**src/rtl/reorder_buffer_pkg.sv**
```systemverilog
// Shared reorder-buffer constants and the entry bit layout.
// Entry layout, MSB first: {valid, done, physical_rd, old_physical_rd}.
package rob_pkg;
    localparam int TAG_WIDTH = 6;
    localparam int ROB_DEPTH = 16;
    localparam int IDX_WIDTH = $clog2(ROB_DEPTH);
    localparam int NUM_CMP   = 4;
endpackage

`ifndef ROB_PKG_FIELDS
`define ROB_PKG_FIELDS
`define ROB_ENTRY_W(tw)   (2*(tw)+2)
`define ROB_VALID(tw)     (2*(tw)+1)
`define ROB_DONE(tw)      (2*(tw))
`define ROB_PHYS_RD(tw)   (2*(tw))-1:(tw)
`define ROB_OLD_RD(tw)    (tw)-1:0
`endif

```
**src/rtl/reorder_buffer_if.sv**
```systemverilog
// Dispatch, completion and retirement signals between Rename/FUs and the ROB.
interface reorder_buffer_if #(
    parameter int TAG_WIDTH = rob_pkg::TAG_WIDTH,
    parameter int IDX_WIDTH = rob_pkg::IDX_WIDTH
);
    logic                 alloc_valid;
    logic [TAG_WIDTH-1:0] alloc_physical_rd;
    logic [TAG_WIDTH-1:0] alloc_old_physical_rd;
    logic                 alloc_ready;
    logic [IDX_WIDTH-1:0] alloc_index;
    logic                 complete_0_valid, complete_1_valid, complete_2_valid, complete_3_valid;
    logic [IDX_WIDTH-1:0] complete_0_index, complete_1_index, complete_2_index, complete_3_index;
    logic [TAG_WIDTH-1:0] freed_tag_1;
    logic [TAG_WIDTH-1:0] freed_tag_2;
    logic [1:0]           retire_count;
    logic [IDX_WIDTH:0]   count;
    logic                 empty;

    modport master (
        output alloc_valid, alloc_physical_rd, alloc_old_physical_rd,
        output complete_0_valid, complete_1_valid, complete_2_valid, complete_3_valid,
        output complete_0_index, complete_1_index, complete_2_index, complete_3_index,
        input  alloc_ready, alloc_index, freed_tag_1, freed_tag_2, retire_count, count, empty
    );

    modport slave (
        input  alloc_valid, alloc_physical_rd, alloc_old_physical_rd,
        input  complete_0_valid, complete_1_valid, complete_2_valid, complete_3_valid,
        input  complete_0_index, complete_1_index, complete_2_index, complete_3_index,
        output alloc_ready, alloc_index, freed_tag_1, freed_tag_2, retire_count, count, empty
    );
endinterface

```
**src/rtl/reorder_buffer_retire_select.sv**
```systemverilog
// Picks up to two in-order retirements starting at the head.
module rob_retire_select #(
    parameter int ROB_DEPTH = 16,
    parameter int IDX_WIDTH = 4
) (
    input  logic [IDX_WIDTH-1:0] head,
    input  logic [ROB_DEPTH-1:0] valid_vec,
    input  logic [ROB_DEPTH-1:0] done_vec,
    output logic                 r0,
    output logic                 r1,
    output logic [1:0]           retire_count,
    output logic [IDX_WIDTH-1:0] idx0,
    output logic [IDX_WIDTH-1:0] idx1
);
    assign idx0 = head;
    assign idx1 = head + IDX_WIDTH'(1);
    // head+1 may only go when head goes, keeping retirement strictly in order
    assign r0 = valid_vec[idx0] && done_vec[idx0];
    assign r1 = r0 && valid_vec[idx1] && done_vec[idx1];
    assign retire_count = 2'(r0) + 2'(r1);
endmodule

```
**src/rtl/reorder_buffer.sv**
```systemverilog
// In-order retirement buffer: records renamed destinations at dispatch,
// marks completions, retires up to two per cycle and returns old tags.
module reorder_buffer
    import rob_pkg::*;
#(
    parameter int ROB_DEPTH = rob_pkg::ROB_DEPTH,
    parameter int TAG_WIDTH = rob_pkg::TAG_WIDTH,
    parameter int IDX_WIDTH = $clog2(ROB_DEPTH)
) (
    input  logic             clk,
    input  logic             reset,
    reorder_buffer_if.slave  rob
);
    localparam int EW = `ROB_ENTRY_W(TAG_WIDTH);

    logic [EW-1:0]                       entry_q [ROB_DEPTH];
    logic [IDX_WIDTH-1:0]                head_q, tail_q;
    logic [IDX_WIDTH:0]                  count_q;
    logic [TAG_WIDTH-1:0]                freed1_q, freed2_q;
    logic [1:0]                          rcnt_q;
    logic [ROB_DEPTH-1:0]                valid_vec, done_vec;
    logic [NUM_CMP-1:0]                  cmp_vld;
    logic [NUM_CMP-1:0][IDX_WIDTH-1:0]   cmp_idx;
    logic                                r0, r1, alloc_fire;
    logic [1:0]                          rcnt;
    logic [IDX_WIDTH-1:0]                idx0, idx1;

    assign cmp_vld = {rob.complete_3_valid, rob.complete_2_valid,
                      rob.complete_1_valid, rob.complete_0_valid};
    assign cmp_idx = {rob.complete_3_index, rob.complete_2_index,
                      rob.complete_1_index, rob.complete_0_index};

    // Flatten per-entry valid/done bits for the retire selector
    always_comb begin
        valid_vec = '0;
        done_vec  = '0;
        for (int i = 0; i < ROB_DEPTH; i++) begin
            valid_vec[i] = entry_q[i][`ROB_VALID(TAG_WIDTH)];
            done_vec[i]  = entry_q[i][`ROB_DONE(TAG_WIDTH)];
        end
    end

    rob_retire_select #(.ROB_DEPTH(ROB_DEPTH), .IDX_WIDTH(IDX_WIDTH)) u_sel (
        .head(head_q), .valid_vec(valid_vec), .done_vec(done_vec),
        .r0(r0), .r1(r1), .retire_count(rcnt), .idx0(idx0), .idx1(idx1)
    );

    // Space is judged on registered count only; same-edge retires do not help
    assign rob.alloc_ready  = count_q < (IDX_WIDTH+1)'(ROB_DEPTH);
    assign rob.alloc_index  = tail_q;
    assign rob.count        = count_q;
    assign rob.empty        = (count_q == '0);
    assign rob.freed_tag_1  = freed1_q;
    assign rob.freed_tag_2  = freed2_q;
    assign rob.retire_count = rcnt_q;
    assign alloc_fire       = rob.alloc_valid && rob.alloc_ready;

    // Entry array, pointers, count and registered retirement outputs
    always_ff @(posedge clk) begin
        if (reset) begin
            head_q   <= '0;
            tail_q   <= '0;
            count_q  <= '0;
            freed1_q <= '0;
            freed2_q <= '0;
            rcnt_q   <= '0;
            for (int i = 0; i < ROB_DEPTH; i++) entry_q[i] <= '0;
        end else begin
            // Retired, allocated and completed entries never coincide, so order is free
            if (r0) begin
                entry_q[idx0][`ROB_VALID(TAG_WIDTH)] <= 1'b0;
                entry_q[idx0][`ROB_DONE(TAG_WIDTH)]  <= 1'b0;
            end
            if (r1) begin
                entry_q[idx1][`ROB_VALID(TAG_WIDTH)] <= 1'b0;
                entry_q[idx1][`ROB_DONE(TAG_WIDTH)]  <= 1'b0;
            end
            if (alloc_fire)
                entry_q[tail_q] <= {1'b1, 1'b0, rob.alloc_physical_rd, rob.alloc_old_physical_rd};
            for (int k = 0; k < NUM_CMP; k++)
                if (cmp_vld[k]) entry_q[cmp_idx[k]][`ROB_DONE(TAG_WIDTH)] <= 1'b1;
            head_q   <= head_q + IDX_WIDTH'(rcnt);
            tail_q   <= tail_q + IDX_WIDTH'(alloc_fire);
            count_q  <= count_q + (IDX_WIDTH+1)'(alloc_fire) - (IDX_WIDTH+1)'(rcnt);
            freed1_q <= r0 ? entry_q[idx0][`ROB_OLD_RD(TAG_WIDTH)] : '0;
            freed2_q <= r1 ? entry_q[idx1][`ROB_OLD_RD(TAG_WIDTH)] : '0;
            rcnt_q   <= rcnt;
        end
    end

`ifndef SYNTHESIS
    logic [IDX_WIDTH:0] vld_cnt;

    // Population count of valid entries for the occupancy invariant
    always_comb begin
        vld_cnt = '0;
        for (int i = 0; i < ROB_DEPTH; i++) vld_cnt = vld_cnt + (IDX_WIDTH+1)'(valid_vec[i]);
    end

    // Occupancy invariants and the no-stall dispatch contract
    always @(posedge clk) begin
        if (!reset) begin
            if (rob.alloc_valid && !rob.alloc_ready) $fatal(1, "rob: allocate while full");
            if (count_q > (IDX_WIDTH+1)'(ROB_DEPTH)) $fatal(1, "rob: count overflow");
            if (vld_cnt != count_q) $fatal(1, "rob: valid entries %0d != count %0d", vld_cnt, count_q);
        end
    end

    for (genvar k = 0; k < NUM_CMP; k++) begin : g_cmp_chk
        // A completion must target a live, not-yet-done entry
        always @(posedge clk) begin
            if (!reset && cmp_vld[k]) begin
                if (!valid_vec[cmp_idx[k]]) $fatal(1, "rob: complete port %0d on invalid entry", k);
                if (done_vec[cmp_idx[k]])   $fatal(1, "rob: complete port %0d on done entry", k);
            end
        end
        for (genvar j = k + 1; j < NUM_CMP; j++) begin : g_pair
            // Two ports never report the same entry on one edge
            always @(posedge clk) begin
                if (!reset && cmp_vld[k] && cmp_vld[j] && cmp_idx[k] == cmp_idx[j])
                    $fatal(1, "rob: complete ports %0d and %0d share an index", k, j);
            end
        end
    end

    for (genvar i = 0; i < ROB_DEPTH; i++) begin : g_ent_chk
        // Rename hands out a fresh tag, so a real destination never equals its old mapping
        always @(posedge clk) begin
            if (!reset && valid_vec[i] && entry_q[i][`ROB_PHYS_RD(TAG_WIDTH)] != '0 &&
                entry_q[i][`ROB_PHYS_RD(TAG_WIDTH)] == entry_q[i][`ROB_OLD_RD(TAG_WIDTH)])
                $fatal(1, "rob: entry %0d new tag equals old tag", i);
        end
    end
`endif
endmodule
```
**src/flat_wrapper.sv**
```systemverilog
// flat-port wrapper written by rule: the top's interface ports become plain ports
module reorder_buffer_flat import rob_pkg::*;
#(
    parameter int ROB_DEPTH = rob_pkg::ROB_DEPTH,
    parameter int TAG_WIDTH = rob_pkg::TAG_WIDTH,
    parameter int IDX_WIDTH = $clog2(ROB_DEPTH)
)
  (clk, reset, rob_alloc_valid, rob_alloc_physical_rd, rob_alloc_old_physical_rd, rob_complete_0_valid, rob_complete_1_valid, rob_complete_2_valid, rob_complete_3_valid, rob_complete_0_index, rob_complete_1_index, rob_complete_2_index, rob_complete_3_index, rob_alloc_ready, rob_alloc_index, rob_freed_tag_1, rob_freed_tag_2, rob_retire_count, rob_count, rob_empty);
  reorder_buffer_if #(.TAG_WIDTH(TAG_WIDTH), .IDX_WIDTH(IDX_WIDTH)) rob_i ();
  input  logic clk;
  input  logic reset;
  input wire logic [$bits(rob_i.alloc_valid)-1:0] rob_alloc_valid;
  input wire logic [$bits(rob_i.alloc_physical_rd)-1:0] rob_alloc_physical_rd;
  input wire logic [$bits(rob_i.alloc_old_physical_rd)-1:0] rob_alloc_old_physical_rd;
  input wire logic [$bits(rob_i.complete_0_valid)-1:0] rob_complete_0_valid;
  input wire logic [$bits(rob_i.complete_1_valid)-1:0] rob_complete_1_valid;
  input wire logic [$bits(rob_i.complete_2_valid)-1:0] rob_complete_2_valid;
  input wire logic [$bits(rob_i.complete_3_valid)-1:0] rob_complete_3_valid;
  input wire logic [$bits(rob_i.complete_0_index)-1:0] rob_complete_0_index;
  input wire logic [$bits(rob_i.complete_1_index)-1:0] rob_complete_1_index;
  input wire logic [$bits(rob_i.complete_2_index)-1:0] rob_complete_2_index;
  input wire logic [$bits(rob_i.complete_3_index)-1:0] rob_complete_3_index;
  output wire logic [$bits(rob_i.alloc_ready)-1:0] rob_alloc_ready;
  output wire logic [$bits(rob_i.alloc_index)-1:0] rob_alloc_index;
  output wire logic [$bits(rob_i.freed_tag_1)-1:0] rob_freed_tag_1;
  output wire logic [$bits(rob_i.freed_tag_2)-1:0] rob_freed_tag_2;
  output wire logic [$bits(rob_i.retire_count)-1:0] rob_retire_count;
  output wire logic [$bits(rob_i.count)-1:0] rob_count;
  output wire logic [$bits(rob_i.empty)-1:0] rob_empty;
  assign rob_i.alloc_valid = rob_alloc_valid;
  assign rob_i.alloc_physical_rd = rob_alloc_physical_rd;
  assign rob_i.alloc_old_physical_rd = rob_alloc_old_physical_rd;
  assign rob_i.complete_0_valid = rob_complete_0_valid;
  assign rob_i.complete_1_valid = rob_complete_1_valid;
  assign rob_i.complete_2_valid = rob_complete_2_valid;
  assign rob_i.complete_3_valid = rob_complete_3_valid;
  assign rob_i.complete_0_index = rob_complete_0_index;
  assign rob_i.complete_1_index = rob_complete_1_index;
  assign rob_i.complete_2_index = rob_complete_2_index;
  assign rob_i.complete_3_index = rob_complete_3_index;
  assign rob_alloc_ready = rob_i.alloc_ready;
  assign rob_alloc_index = rob_i.alloc_index;
  assign rob_freed_tag_1 = rob_i.freed_tag_1;
  assign rob_freed_tag_2 = rob_i.freed_tag_2;
  assign rob_retire_count = rob_i.retire_count;
  assign rob_count = rob_i.count;
  assign rob_empty = rob_i.empty;
  reorder_buffer #(.ROB_DEPTH(ROB_DEPTH), .TAG_WIDTH(TAG_WIDTH), .IDX_WIDTH(IDX_WIDTH)) u_core (.clk(clk), .reset(reset), .rob(rob_i));
endmodule
```
**config.mk**
```make
export PLATFORM = sky130hd
export DESIGN_NAME = reorder_buffer_flat
export DESIGN_NICKNAME = d
export VERILOG_FILES = /design/src/rtl/reorder_buffer_pkg.sv /design/src/rtl/reorder_buffer_if.sv /design/src/rtl/reorder_buffer_retire_select.sv /design/src/rtl/reorder_buffer.sv /design/src/flat_wrapper.sv
export SDC_FILE = /design/constraint.sdc
export NUM_CORES = 1
export LEC_CHECK = 0
export CAP_MARGIN = 15
export CORE_ASPECT_RATIO = 1.2
export CORE_UTILIZATION = 29
export DETAILED_ROUTE_END_ITERATION = 10
export HOLD_SLACK_MARGIN = 0.02
export PLACE_DENSITY = 0.56
export SYNTH_ARGS = -nofsm -noshare
export SYNTH_HDL_FRONTEND = slang
export SYNTH_SLANG_ARGS = --single-unit
export TNS_END_PERCENT = 50
```
**constraint.sdc**
```tcl
create_clock -name clk -period 11.7 [get_ports clk]
set_input_delay 1.17 -clock clk [delete_from_list [all_inputs] [get_ports clk]]
set_output_delay 1.17 -clock clk [all_outputs]
set_load 0.01 [all_outputs]
```
Yosys cells after proc, flatten, opt, wreduce, memory -nomap -nowiden
Memories as Yosys holds them, arrays and structs flattened. A register that Yosys moved wholly into a read port is not among the register bits.
Cells that the tools add are included.
{"block": "word_totals", "regBits": 15, "out_inout_bits": 25, "elab_cells": 82, "in_bits": 35, "mem_count": 1, "ram_bits": 224}
{"memory": "u_core.entry_q", "words": 16, "word_bits": 14, "read_ports": 18, "rd_ports_with_merged_regs": 2, "write_ports": 16, "line": "reorder_buffer.sv:16", "rtl": "logic [EW-1:0] entry_q [ROB_DEPTH];"}
{"block": "classes", "bitwise": 2, "magnitude_cmp": 3, "reduce_logical": 14, "mux": 52, "addsub": 6}
{"op": "$mux W14", "count": 7}
{"op": "$reduce_or A14 Y1", "count": 7}
{"op": "$mux W1", "count": 28}
{"op": "$mux W4", "count": 7}
{"op": "$bmux W1 S4", "count": 4}
{"op": "$mux W2", "count": 6}
{"op": "$lt A4 B5 Y1 const B", "count": 2}
{"op": "$add A5 B1 Y5", "count": 1}
{"op": "$logic_not A5 Y1", "count": 1}
{"op": "$lt A5 B5 Y1 const B", "count": 1}
{"op": "$sub A5 B2 Y5", "count": 1}
{"op": "$add A4 B1 Y4", "count": 1}
{"op": "$add A4 B1 Y4 const B", "count": 1}
{"op": "$add A4 B2 Y4", "count": 1}
{"op": "$logic_and A1 B1 Y1", "count": 4}
{"op": "$reduce_or A2 Y1", "count": 2}
{"op": "$add A1 B1 Y2", "count": 1}
{"op": "$not A1 Y1", "count": 2}

Longest topological paths before layout
An unclocked memory read counts as a cell.
{"block": "logic_depth", "depth_word": 11, "depth_mapped": 20}

By module
A second synthesis with hierarchy kept.
{"block": "hier_totals", "hier_cells": 703, "area_unflattened_um2": 8664.6}
{"mod": "reorder_buffer", "n_inst": 1, "seq_area_each_um2": 4063.9, "area_per_inst_um2": 8236.6, "cells_each": 657}
{"mod": "rob_retire_select", "n_inst": 1, "seq_area_each_um2": 0.0, "area_per_inst_um2": 427.9, "cells_each": 46}

Worst setup path after synthesis
Ideal clock, no wire load.
{"block": "synth_path", "path_type": "reg2reg", "startpoint": "reg u_core.head_q[0]", "endpoint": "reg u_core.count_q[4] (netlist: u_core.rob.count[4])", "period_less_slack_ns": 3.883, "path_stages_with_launch": 20, "slack_ns": 7.817, "t_arrival_ns": 3.813, "setup_ns": 0.071, "required_ns": 11.629, "cell_sequence": "dfxtp_1 -> buf_6 -> inv_6 -> ha_1 -> clkbuf_1 -> o21ai_0 -> mux4_2 -> nand2_1 -> a21oi_1 -> ha_1 -> ha_1 -> inv_1 -> ha_1 -> inv_1 -> fa_1 -> inv_1 -> a21oi_1 -> nor2_1 -> or3_1 -> a21oi_1"}
{"block": "synth_via", "elab_chain_len": 7, "word_cells_on_any_way": 14}
{"element": "start, declared", "line": "reorder_buffer.sv:17", "rtl": "logic [IDX_WIDTH-1:0] head_q, tail_q;"}
{"element": "start signal, assigned", "line": "reorder_buffer.sv:82", "rtl": "head_q <= head_q + IDX_WIDTH'(rcnt);"}
{"element": "$add A4 B1 Y4 or $bmux W1 S4 (tied branches)", "line": "reorder_buffer_retire_select.sv:16, reorder_buffer_retire_select.sv:18"}
{"element": "$bmux W1 S4 or $mux W1 (tied branches)", "line": "reorder_buffer_retire_select.sv:19, reorder_buffer_retire_select.sv:18"}
{"element": "$mux W1 (implied by the code) or $logic_and A1 B1 Y1 (tied branches)", "line": "reorder_buffer_retire_select.sv:19, reorder_buffer_retire_select.sv:18"}
{"element": "$logic_and A1 B1 Y1 (2 in a row)", "line": "reorder_buffer_retire_select.sv:19", "rtl": "assign r1 = r0 && valid_vec[idx1] && done_vec[idx1];"}
{"element": "$add A1 B1 Y2 (*)", "line": "reorder_buffer_retire_select.sv:20", "rtl": "assign retire_count = 2'(r0) + 2'(r1);"}
{"element": "via u_core.rcnt[0]", "line": "reorder_buffer.sv:25", "rtl": "logic [1:0] rcnt;"}
{"element": "$sub A5 B2 Y5 (*)", "line": "reorder_buffer.sv:84", "rtl": "count_q <= count_q + (IDX_WIDTH+1)'(alloc_fire) - (IDX_WIDTH+1)'(rcnt);"}
{"element": "end signal, assigned", "line": "reorder_buffer.sv:84"}
{"element": "end, declared", "line": "reorder_buffer.sv:18", "rtl": "logic [IDX_WIDTH:0] count_q;"}
Mark *: on every way through the listed nets, which the timed path passes. The rest lies on a longest branch. The select of a mux whose other input is x is not followed.
A chain may end at the register's enable or synchronous reset.

Worst setup path after layout
{"block": "layout_path", "startpoint": "reg u_core.head_q[1]", "endpoint": "reg u_core.count_q[4] (netlist: u_core.rob.count[4])"}
Same word-level chain as after synthesis.

==> key figures <==
Clock tree
  • CTS clock-pin slew for the worst setup and hold paths: 0.06 ns
  • Number of H-tree branching levels: 4
  • Worst skew pair latency: 0.43 ns
  • # resized after CTS: 0
  • Sinks on Clock Net: about 160
  • Cell at the root of the clock tree: clkbuf_16
  • Number of buffers added by the clock tree synthesis step: 17
  • Post-CTS Hold Buffers: 0
  • Max Buffers Root-to-Sink: 2
  • CTS tree: done
  • Setup Buffers After CTS: 0

Power and ir drop
  • Power density over cell area: roughly 140 nW/um^2
  • Part of the total power dissipated in sequential elements: roughly 44%
  • Clock share of power: roughly two fifths
  • Leakage Power: 3.541 nW
  • Fraction of power spent switching nets: between 20% and 30%
  • Sum of internal, switching and leakage power: around 1.4 mW
  • Cell-internal power: roughly 1.1 mW
  • Relative contribution of combinational cells to total power: 14.9%
  • Net load switching power: 0.3582 mW
  • Worst VDD drop: between 0.08 and 0.09 mV

Setup path
  • Depth of the worst register-to-register path: 20
  • Arrival time of the worst setup path: around 5.5 ns
  • R2r endpoint: u_core.rob.count[4]$_SDFF_PP0_
  • Setup crit end: u_core.rob.count[4]$_SDFF_PP0_
  • CP cell instances: buf_4, inv_1, ha_2, buf_4, nand3_1, o21ai_0, o31a_1, nand4_1, a21oi_1, ha_1, ha_1, inv_1, ha_1, inv_1, fa_1, inv_1, a21oi_1, nor2_1, or3_1, a21oi_1
  • Required time at the worst-slack endpoint: roughly 12 ns
  • Critical-path cell with the highest stage delay: ha_2
  • Kind of cell adding the most delay to the critical path: adder cells
  • Worst setup startpoint: u_core.head_q[1]$_SDFF_PP0_
  • Total buffers and inverters traversed by the critical path: 6
  • Largest fanout on the critical path: 36
  • Worst reg-to-reg setup slack: 6.58 ns
  • Crit start category: flip-flop
  • Worst reg2reg path startpoint: u_core.head_q[1]$_SDFF_PP0_
  • Most Frequent Cell on Critical Path: inv_1
  • Worst path max stage delay: around 0.64 ns
  • Capturing element type of the critical path: flip-flop
  • Critical path depth: 20
  • Crit path kind: flip-flop to flip-flop

Place
  • Final Wtd Congestion: approximately 0.83
  • Post-placement worst setup slack: ~6.5 ns
  • Number of buffer cells added on primary ports: between 50 and 60
  • Estimated wirelength of the detail-placed design: roughly 17 mm
  • Total placed cells including tap cells: 1165
  • Instance area at placement: approximately 9600 um^2

Layout
  • Total inserted antenna cells: 0
  • Most common cell after layout, fill and taps aside: edfxtp_1
  • Post-route standard cell area excluding fillers: a little over 10000 um^2
  • Signed area change from the synthesized netlist to the final layout: 18.71%
  • Multi-input gate area: around 4200 um^2
  • Final net count: roughly 850
  • FILL cells: about 2900
  • Sequential cell area: just over 4000 um^2
  • Top library cells by usage in the layout, fill and taps aside: 96 x edfxtp_1, 90 x and2_1, 58 x mux4_2, 58 x dfxtp_1, 52 x clkdlybuf4s50_1
  • Non-Filler Instances: around 1200
  • Fraction of layout cells with a size suffix above 1: approximately 16%

Route
  • DR WL/cell: between 15 and 20 um
  • DRC: 0
  • Vias/cell: roughly 5.2
  • Detailed-route via count: between 6000 and 7000
  • Number of violations reported at the end of detailed-routing iteration 0: between 500 and 600
  • Routed wire length: ~24 mm
  • Number of nets with antenna violations after detailed routing: 0
  • First-pass DRT Iterations: 7

Synth
  • Flops & latches, synth: between 150 and 200
  • Average footprint of a synthesized cell: approximately 12 um^2
  • Share of synthesized registers carrying an async set or reset: 0%
  • Net Count, Synth: a little over 800
  • Count of flip-flops with a built-in enable after synthesis: 96
  • Post-synthesis sequential area ratio: a little under half
  • Leading register cell type out of synthesis: edfxtp_1
  • Yosys Warn Count: 0
  • Netlist area before placement: ~8600 um^2
  • Post-synthesis cell type count: 60
  • Number of instances in the synthesized netlist: between 700 and 800

STA
  • Part of the cycle the worst path needs: a little over two fifths
  • Setup-failing EPs final: 0
  • Final worst-path setup slack: between 6 and 7 ns
  • Max-slew headroom at the worst pin: roughly 43%
  • Maximum frequency from static timing analysis: between 150 and 200 MHz
  • Worst Clk Skew: ~0.0073 ns
  • Final Hold Fails: 0
  • Final-layout setup total negative slack: 0 ns
  • Tightest Pin Transition: 0.8491 ns
  • RSZ-0062 raised after global routing: false
  • Shortest clock period the worst path allows after layout: approximately 5.1 ns
  • Final-report max-slew violation count: 0

Global routing
  • Total GRT Usage: between 15 and 20%
  • Final global-route overflow total: 0
  • Pin count of the biggest net entering global routing: 56
  • Vias in the first global route: a little over 6000
  • Wire length of the first global-routing pass: roughly 37 mm
  • Initial antenna violation count: 0

Floorplanning
  • Starting utilization of the core area: between 20% and 30%
  • I/O pin count: 60
  • Floorplan die area: 30460 um^2
  • X dimension of the die: between 150 and 200 um
  • Floorplan die height: between 150 and 200 um
  • Floorplan row count: 68
  • Core box area: roughly 29000 um^2

Hold path
  • Min-Delay Path Class: flip-flop to flip-flop

Flow run
  • Max-capacitance violation count: 0

Run status
  • Run status: complete, no violations
==> worst min-delay path by stage <==
stage / start / endpoint / slack [ns] / cells past startpoint
finish: u_core.entry_q[8][12]$_DFF_P_ / u_core.entry_q[8][12]$_DFF_P_ / 0.46 / 2
CTS: u_core.entry_q[8][12]$_DFF_P_ / u_core.entry_q[8][12]$_DFF_P_ / 0.46 / 2
global route: u_core.entry_q[5][13]$_SDFFE_PP1P_ / u_core.entry_q[5][13]$_SDFFE_PP1P_ / 0.47 / 2
floorplan: u_core.entry_q[1][13]$_SDFFE_PP1P_ / u_core.entry_q[1][13]$_SDFFE_PP1P_ / 0.44 / 2
detailed placement: u_core.entry_q[8][12]$_DFF_P_ / u_core.entry_q[8][12]$_DFF_P_ / 0.45 / 2
global placement: u_core.entry_q[8][12]$_DFF_P_ / u_core.entry_q[8][12]$_DFF_P_ / 0.44 / 2
==> routing by layer <==
metal,global-route usage [%],vias to the layer above,part of all wire [%]
met5,0,-,0
met4,5.880,0,2.1
met3,2.625,31,4.5
met2,28.20,181,51
met1,20.09,3088,43
li1,-,2900,-
==> synthesized netlist by cell type (all sizes together), types with 2 or more instances <==
cell / count / area, um^2
edfxtp: 96 / 2883
and2: 90 / 563.0
dfxtp: 59 / 1181
mux4: 58 / 1306
nand2: 51 / 191.4
inv: 45 / 173.9
nor2: 35 / 131.4
nand3: 29 / 145.1
clkbuf: 27 / 101.4
nor2b: 26 / 162.7
and3: 21 / 131.4
ha: 18 / 225.2
a21oi: 17 / 85.08
o21ai: 16 / 80.08
buf: 15 / 82.57
a22oi: 11 / 82.58
nor3: 11 / 60.06
o41ai: 11 / 96.34
nor4b: 8 / 70.07
a211oi: 7 / 52.55
mux2i: 6 / 60.06
nor3b: 6 / 55.05
or2: 6 / 37.54
xnor2: 6 / 52.55
a22o: 5 / 43.79
a31o: 5 / 43.79
nand2b: 5 / 31.28
o31ai: 5 / 37.54
or3: 5 / 31.28
xor2: 5 / 43.79
o211ai: 4 / 30.03
o21bai: 4 / 30.03
o311ai: 4 / 35.03
a31oi: 3 / 18.77
nor4: 3 / 18.77
o2111ai: 3 / 26.28
o32ai: 3 / 26.28
a221oi: 2 / 17.52
and4: 2 / 17.52
fa: 2 / 40.04
o22ai: 2 / 12.51
or3b: 2 / 17.52
or4b: 2 / 23.77
==> metrics by stage <==
step / hold WS, ns / util [%]
4_1_cts: 0.4578 / 35.32
3_5_place_dp: 0.4484 / 33.14
3_3_place_gp: 0.4419 / 33.14
2_1_floorplan: 0.4365 / -
6_report: 0.4571 / 35.32
5_1_grt: 0.4713 / 35.32
==> worst reg2reg max path: stages, from the launching register on <==
cell and delay (ns):
dfxtp_1 0.31, buf_4 0.45, inv_1 0.31, ha_2 0.64, buf_4 0.51, nand3_1 0.15
o21ai_0 0.15, o31a_1 0.16, nand4_1 0.23, a21oi_1 0.30, ha_1 0.30, ha_1 0.28
inv_1 0.04, ha_1 0.21, inv_1 0.09, fa_1 0.21, inv_1 0.05, a21oi_1 0.12
nor2_1 0.07, or3_1 0.34, a21oi_1 0.13
==> power by group through the flow <==
stage	clock [mW]	combinational (mW)	sequential (mW)
after detailed placement	0	0.214	0.644
after CTS	0.587	0.215	0.632
final	0.580	0.212	0.632
after floorplan	0	0.131	0.640
after global placement	0	0.211	0.642
after global routing	0.610	0.237	0.635
==> flip-flops by register name (all words and copies together), names as in the netlist <==
register	count
u_core.rob.retire_count	2
u_core.rob.freed_tag_1	6
u_core.rob.count	5
u_core.head_q	4
u_core.rob.freed_tag_2	6
u_core.entry_q	128
u_core.rob.alloc_index	4
==> layout make-up <==
| cell class | instances | area share, % |
|---|---|---|
| well taps | 385 | 4.701 |
| clock inverters | 10 | 0.9035 |
| clock buffers | 22 | 5.263 |
| multi-input cells | 508 | 41.25 |
| inverters | 45 | 1.697 |
| repair buffers | 72 | 6.520 |
| flip-flops and latches | 155 | 39.67 |
==> cell families after synthesis <==
kind of cell	after synthesis	synth area share, %
AO/OA/AOI/OAI	108	8.958
XOR/XNOR	11	1.116
adder cells (fa/ha/maj)	20	3.073
buffers and inverters	87	4.145
flip-flops	155	47.08
multiplexers	64	15.83
AND/OR/NAND/NOR	305	19.80
(Power assumes the default switching activity.)
